===== src/rtl/conv_pkg.sv =====
// Shared types and helpers for the convolution datapath and its result streamer.
package conv_pkg;

  typedef enum logic {
    ST_IDLE,
    ST_STREAM
  } stream_state_e;

  // $clog2 that never returns a zero width, so single-entry dimensions still get a 1-bit signal.
  function automatic int unsigned clog2_min1(input int unsigned x);
    return (x <= 2) ? 1 : $clog2(x);
  endfunction

  // Flat element index for (channel, row, column). The convolution top level packs with the
  // same function, so both sides agree on ordering.
  function automatic int unsigned elem_index(input int unsigned c, input int unsigned r,
                                             input int unsigned k, input int unsigned rows,
                                             input int unsigned cols);
    return c * rows * cols + r * cols + k;
  endfunction

endpackage


===== src/rtl/conv_stream_idx_ctr.sv =====
// Wrapping channel/row/column counter. Column wraps into row, row wraps into channel.
module conv_stream_idx_ctr
  import conv_pkg::*;
#(
  parameter int unsigned channels = 1,
  parameter int unsigned rows     = 2,
  parameter int unsigned cols     = 2,
  localparam int unsigned CW = clog2_min1(channels),
  localparam int unsigned RW = clog2_min1(rows),
  localparam int unsigned KW = clog2_min1(cols)
) (
  input  logic          clk,
  input  logic          reset,
  input  logic          inc,
  input  logic          clr,
  output logic [CW-1:0] ch,
  output logic [RW-1:0] row,
  output logic [KW-1:0] col,
  output logic          last
);

  localparam logic [CW-1:0] ChMax  = CW'(channels - 1);
  localparam logic [RW-1:0] RowMax = RW'(rows - 1);
  localparam logic [KW-1:0] ColMax = KW'(cols - 1);

  logic [CW-1:0] ch_q;
  logic [RW-1:0] row_q;
  logic [KW-1:0] col_q;

  // Advance the triple; clear wins over increment so a capture on the last beat restarts at 0.
  always_ff @(posedge clk or negedge reset) begin
    if (!reset) begin
      ch_q  <= '0;
      row_q <= '0;
      col_q <= '0;
    end else if (clr) begin
      ch_q  <= '0;
      row_q <= '0;
      col_q <= '0;
    end else if (inc) begin
      if (col_q == ColMax) begin
        col_q <= '0;
        if (row_q == RowMax) begin
          row_q <= '0;
          ch_q  <= (ch_q == ChMax) ? '0 : ch_q + CW'(1);
        end else begin
          row_q <= row_q + RW'(1);
        end
      end else begin
        col_q <= col_q + KW'(1);
      end
    end
  end

  // Position outputs and the final-element flag.
  always_comb begin
    ch   = ch_q;
    row  = row_q;
    col  = col_q;
    last = (ch_q == ChMax) && (row_q == RowMax) && (col_q == ColMax);
  end

endmodule


===== src/rtl/conv_result_streamer.sv =====
// Captures a full convolution result frame and replays it one element per beat over
// valid/ready with channel/row/column tags and a last flag.
// Build option: CONV_STREAM_RELU_EN zeroes elements whose sign bit is set on the output path.
module conv_result_streamer
  import conv_pkg::*;
#(
  parameter int unsigned data_width     = 16,
  parameter int unsigned output_channel = 1,
  parameter int unsigned result_width   = 2,
  parameter int unsigned result_length  = 2,
  localparam int unsigned N  = output_channel * result_width * result_length,
  localparam int unsigned IW = clog2_min1(N),
  localparam int unsigned CW = clog2_min1(output_channel),
  localparam int unsigned RW = clog2_min1(result_width),
  localparam int unsigned KW = clog2_min1(result_length)
) (
  input  logic                    clk,
  input  logic                    reset,
  // Element 0 sits at the MSB end of the frame.
  input  logic [N*data_width-1:0] result_in,
  input  logic                    in_valid,
  output logic                    in_ready,
  output logic [data_width-1:0]   m_data,
  output logic                    m_valid,
  input  logic                    m_ready,
  output logic                    m_last,
  output logic [CW-1:0]           m_ch,
  output logic [RW-1:0]           m_row,
  output logic [KW-1:0]           m_col,
  output logic                    overrun
);

  stream_state_e           state_q;
  logic                    m_valid_q;
  logic                    overrun_q;
  logic [N*data_width-1:0] buf_q;

  logic [CW-1:0]         ctr_ch;
  logic [RW-1:0]         ctr_row;
  logic [KW-1:0]         ctr_col;
  logic                  ctr_last;
  logic [IW-1:0]         idx;
  logic                  beat_fire;
  logic                  capture;
  logic [data_width-1:0] elem;

  conv_stream_idx_ctr #(
    .channels (output_channel),
    .rows     (result_width),
    .cols     (result_length)
  ) u_idx_ctr (
    .clk   (clk),
    .reset (reset),
    .inc   (beat_fire),
    .clr   (capture),
    .ch    (ctr_ch),
    .row   (ctr_row),
    .col   (ctr_col),
    .last  (ctr_last)
  );

  // Handshake decode, frame-accept window and element select from the registered buffer.
  always_comb begin
    beat_fire = m_valid_q & m_ready;
    in_ready  = (state_q == ST_IDLE) | (beat_fire & ctr_last);
    capture   = in_valid & in_ready;
    idx       = IW'(elem_index(int'(ctr_ch), int'(ctr_row), int'(ctr_col),
                               result_width, result_length));
    elem      = buf_q[(N - 1 - int'(idx)) * data_width +: data_width];
  end

  // Stream FSM: capture in IDLE, replay in STREAM, chain a new frame on the last handshake.
  always_ff @(posedge clk or negedge reset) begin
    if (!reset) begin
      state_q   <= ST_IDLE;
      m_valid_q <= 1'b0;
      overrun_q <= 1'b0;
      buf_q     <= '0;
    end else begin
      if (in_valid && !in_ready) begin
        overrun_q <= 1'b1;
      end
      case (state_q)
        ST_IDLE: begin
          if (in_valid) begin
            buf_q     <= result_in;
            state_q   <= ST_STREAM;
            m_valid_q <= 1'b1;
          end
        end
        ST_STREAM: begin
          if (beat_fire && ctr_last) begin
            if (in_valid) begin
              buf_q <= result_in;
            end else begin
              state_q   <= ST_IDLE;
              m_valid_q <= 1'b0;
            end
          end
        end
        default: begin
          state_q   <= ST_IDLE;
          m_valid_q <= 1'b0;
        end
      endcase
    end
  end

  // Output path; data is forced to zero while no beat is offered.
  always_comb begin
    m_valid = m_valid_q;
    m_last  = m_valid_q & ctr_last;
    m_ch    = ctr_ch;
    m_row   = ctr_row;
    m_col   = ctr_col;
    overrun = overrun_q;
`ifdef CONV_STREAM_RELU_EN
    m_data  = (m_valid_q && !elem[data_width-1]) ? elem : '0;
`else
    m_data  = m_valid_q ? elem : '0;
`endif
  end

endmodule


===== config.mk =====
export PLATFORM = sky130hd
export DESIGN_NAME = conv_result_streamer
export DESIGN_NICKNAME = d
export VERILOG_FILES = /design/src/rtl/conv_pkg.sv /design/src/rtl/conv_stream_idx_ctr.sv /design/src/rtl/conv_result_streamer.sv
export SDC_FILE = /design/constraint.sdc
export NUM_CORES = 1
export LEC_CHECK = 0
export BUFFER_PORTS_ARGS = -buffer_cell sky130_fd_sc_hd__buf_2
export CAP_MARGIN = 0
export CORE_MARGIN = 4
export CORE_UTILIZATION = 30
export CTS_BUF_LIST = sky130_fd_sc_hd__clkbuf_8 sky130_fd_sc_hd__clkbuf_16
export DETAILED_ROUTE_END_ITERATION = 10
export SLEW_MARGIN = 15
export SYNTH_ARGS = -nofsm -noshare
export SYNTH_HDL_FRONTEND = slang
export SYNTH_HIERARCHICAL = 1
export SYNTH_SLANG_ARGS = --single-unit

===== constraint.sdc =====
create_clock -name clk -period 4.25 [get_ports clk]
set_input_delay 0.425 -clock clk [delete_from_list [all_inputs] [get_ports clk]]
set_output_delay 0.425 -clock clk [all_outputs]
set_load 0.02 [all_outputs]

==> results.py <==
metrics = {
    "floorplan": {
        "site_row_count": 37,
        "die-area_um2": 12270,
        "ios": 91,
        "floorplan.initialDensity_pct": 30.69,
        "die-width_um": 110.8,
        "core_area_um2": 10320,
        "die_y_um": 110.8,
    },
    "routing": {
        "detail_route.wl_per_cell_um": 15.56,
        "avgViaCountPerCell": 4.470,
        "drt-total-wl_um": 6658,
        "drt_iter0_drc": 36,
        "drtAntennaViolNets": 0,
        "drt_first_pass_iters": 3,
        "vias": 1913,
        "drc_errors": 0,
    },
    "placement": {
        "io_buffers": 89,
        "preCtsSetupSlack_ns": 1.833,
        "detailedPlacementHpwl_um": 4625,
        "finalWeightedCongestion": 0.6760,
    },
    "timing": {
        "timing.max_slew.rel_slack_pct": 40.70,
        "setup_repair_after_global_routing_missed_its_margin": "false",
        "period_needed_ns": 2.690,
        "skew_final_ns": 0.01669,
        "finalWorstSetupSlack_ns": 1.560,
        "final_hold_viol_count": 0,
        "drv_slew": 0,
        "finalSetupViolCount": 0,
        "worst-slew-pin-transition_ns": 0.8894,
        "final_cycle_share_pct": 63.29,
        "post_route_setup_tns_ns": 0,
        "max_freq_ghz": 0.3718,
    },
    "critical_path": {
        "crit_path_max_incr_delay_ns": 0.70,
        "crit_path_start_kind": "register",
        "cp_slowest_cell": "sky130_fd_sc_hd__dfrtp_1",
        "worstRegToRegCells": 5,
        "timing.critical_path.cells": "buf_4 -> mux4_1 -> and2_1 -> buf_2",
        "critical_path_required_ns": 3.83,
        "cp.arrival_ns": 2.26,
        "rr_endpoint": "buf_q[39]",
        "regToRegStartpoint": "u_idx_ctr/col",
        "r2r_slack_ns": 2.01,
        "timing.critical_path.fanout_max": 12,
        "setup.worst_path.class": "register to output pin",
        "timing.critical_path.to_type": "output pin",
    },
    "clock_network": {
        "cts.root.buffer_cell": "sky130_fd_sc_hd__clkbuf_8",
        "max-clock-path-buffers": 2,
        "post-cts-setup-buffers": 0,
        "cts_buffers": 9,
        "postCtsHoldBufs": 0,
        "clock_sinks": 69,
        "total_of_cells_resized_after_clock_tree_synthesis": 0,
        "worst_skew_pair_latency_ns": 0.34,
        "htreeDepth": 3,
        "clkTransAtPathRegs_ns": 0.08,
        "tritoncts": "built",
    },
    "synth": {
        "synth.lib_cells_used.distinct": 24,
        "synthesis.yosys.warnings": 6,
        "syn_area_per_cell_um2": 16.08,
        "netlist_instances": 197,
        "synth_enable_flop_cells": 0,
        "mappedNetlistArea_um2": 3168,
        "syn-num-nets": 265,
        "synth_top_area_share_pct": 54.50,
        "async_flop_share_pct": 100.0,
        "synth-main-ff-cell": "sky130_fd_sc_hd__dfrtp_1",
        "synth_top_cells_by_area": "sky130_fd_sc_hd__dfrtp_1 (55%), sky130_fd_sc_hd__mux2_2 (22%), sky130_fd_sc_hd__mux4_2 (7.1%)",
        "synth.yosys.seq_area_share_pct": 54.50,
        "ys_ff_latch": 69,
        "netlist.top_cell.by_area": "sky130_fd_sc_hd__dfrtp_1",
    },
    "global_routing": {
        "groute.usage.overall_pct": 11.54,
        "maximum_number_of_pins_on_one_net_before_global_route_repair": 70,
        "first_global_vias": 2143,
        "total_congestion_overflow": 0,
        "number_of_antenna_violations_at_the_first_check_in_global_routing": 0,
        "grt_first_pass_wirelength_um": 11270,
    },
    "cells_and_area": {
        "sequential_cell_area_um2": 1727,
        "drive_gt1_share_pct": 61.99,
        "final_common_cell": "sky130_fd_sc_hd__buf_2",
        "layout_common_cells": "sky130_fd_sc_hd__buf_2 (88), sky130_fd_sc_hd__dfrtp_1 (69), sky130_fd_sc_hd__mux2_2 (62)",
        "antennaDiodeCount": 0,
        "finish.net_count": 355,
        "syn_to_final_growth_pct": 23.30,
        "fillCellCount": 1015,
        "area_occupied_by_multi_input_gates_um2": 1316,
    },
    "worst_hold_path": {
        "hp-class": "primary input to async pin",
    },
    "flow_run": {
        "max_cap_viol_count": 0,
    },
    "power": {
        "power_per_cell_area_nw_per_um2": 703.6,
        "irDropWorstVdd_uv": 194.7,
        "pleak_nw": 1.830,
    },
    "status": {
        "outcome": "finished clean",
    },
}
==> worst max path at each step <==
stage	startpoint	end	slack (ns)	cells after the start
global placement	u_idx_ctr/col	m_data[2]	1.85	4
detailed placement	u_idx_ctr/col	m_data[2]	1.83	4
floorplan	u_idx_ctr/col	m_data[10]	2.28	4
finish	u_idx_ctr/col	m_data[2]	1.56	4
global route	u_idx_ctr/col	m_data[2]	1.35	4
CTS	u_idx_ctr/col	m_data[2]	1.46	4
==> synth_stat cells (all sizes together), types with 2 or more instances <==
library cell,n
and2,19
nand2,2
a21oi,3
buf,12
mux4,16
dfrtp,69
mux2,64
inv,2
clkbuf,2
==> metrics by stage <==
stage	std cells	power [mW]	utilization (%)	area (um2)	hold slack [ns]
global placement	412	2.192	35.83	3699	0.4609
floorplan	197	1.958	-	3168	0.1294
finish	428	2.749	37.84	3906	0.2112
CTS	428	2.806	37.84	3906	0.2280
detailed placement	412	2.230	35.83	3699	0.4672
global route	428	2.950	37.84	3906	0.2688
==> layer usage <==
layer | wire length (um) | global-route usage [%] | share of wire, % | vias up
li1 | - | - | - | 899
met1 | 3121 | 15.58 | 47 | 949
met2 | 3062 | 17.56 | 46 | 56
met3 | 378 | 3.985 | 5.7 | 9
met4 | 96 | 3.448 | 1.4 | 0
met5 | 0 | 0 | 0 | -
==> kinds of logic (layout without fill, tap and decap cells) <==
| kind of cell | after synthesis | in the layout | synth area share (%) |
|---|---|---|---|
| simple gates | 24 | 24 | 4.542 |
| buf+inv | 16 | 111 | 4.186 |
| flops | 69 | 69 | 54.50 |
| xor+xnor | 1 | 1 | 0.2765 |
| mux | 80 | 80 | 34.83 |
| compound gates | 6 | 6 | 1.540 |
| other cells | 1 | 1 | 0.1184 |
==> power by group <==
group | switching, mW | total (mW) | internal (mW)
combinational | 0.407 | 1.02 | 0.616
sequential | 0.189 | 1.16 | 0.968
clock | 0.244 | 0.568 | 0.323
==> state kept, by name, summed over array words and instances, names as in the netlist <==
name	count
buf_q	64
u_idx_ctr/row	1
state_q	1
m_valid	1
u_idx_ctr/col	1
overrun	1
==> final cells by class <==
type / count / area share (%)
clock buffer: 9 / 3.171
sequential: 69 / 44.20
tap: 136 / 4.356
multi-input combinational: 112 / 33.70
inverter: 2 / 0.1922
clock inverter: 7 / 2.146
timing repair buffer: 93 / 12.24
==> worst max-delay path, delay by kind of cell, from the launching register on <==
kind | cells | cell delay, ns
buffers and inverters | 2 | 0.50
AND/OR/NAND/NOR | 1 | 0.17
multiplexers | 1 | 0.56
flip-flops | 1 | 0.70
No activity file was read; power rests on OpenSTA's default activity.
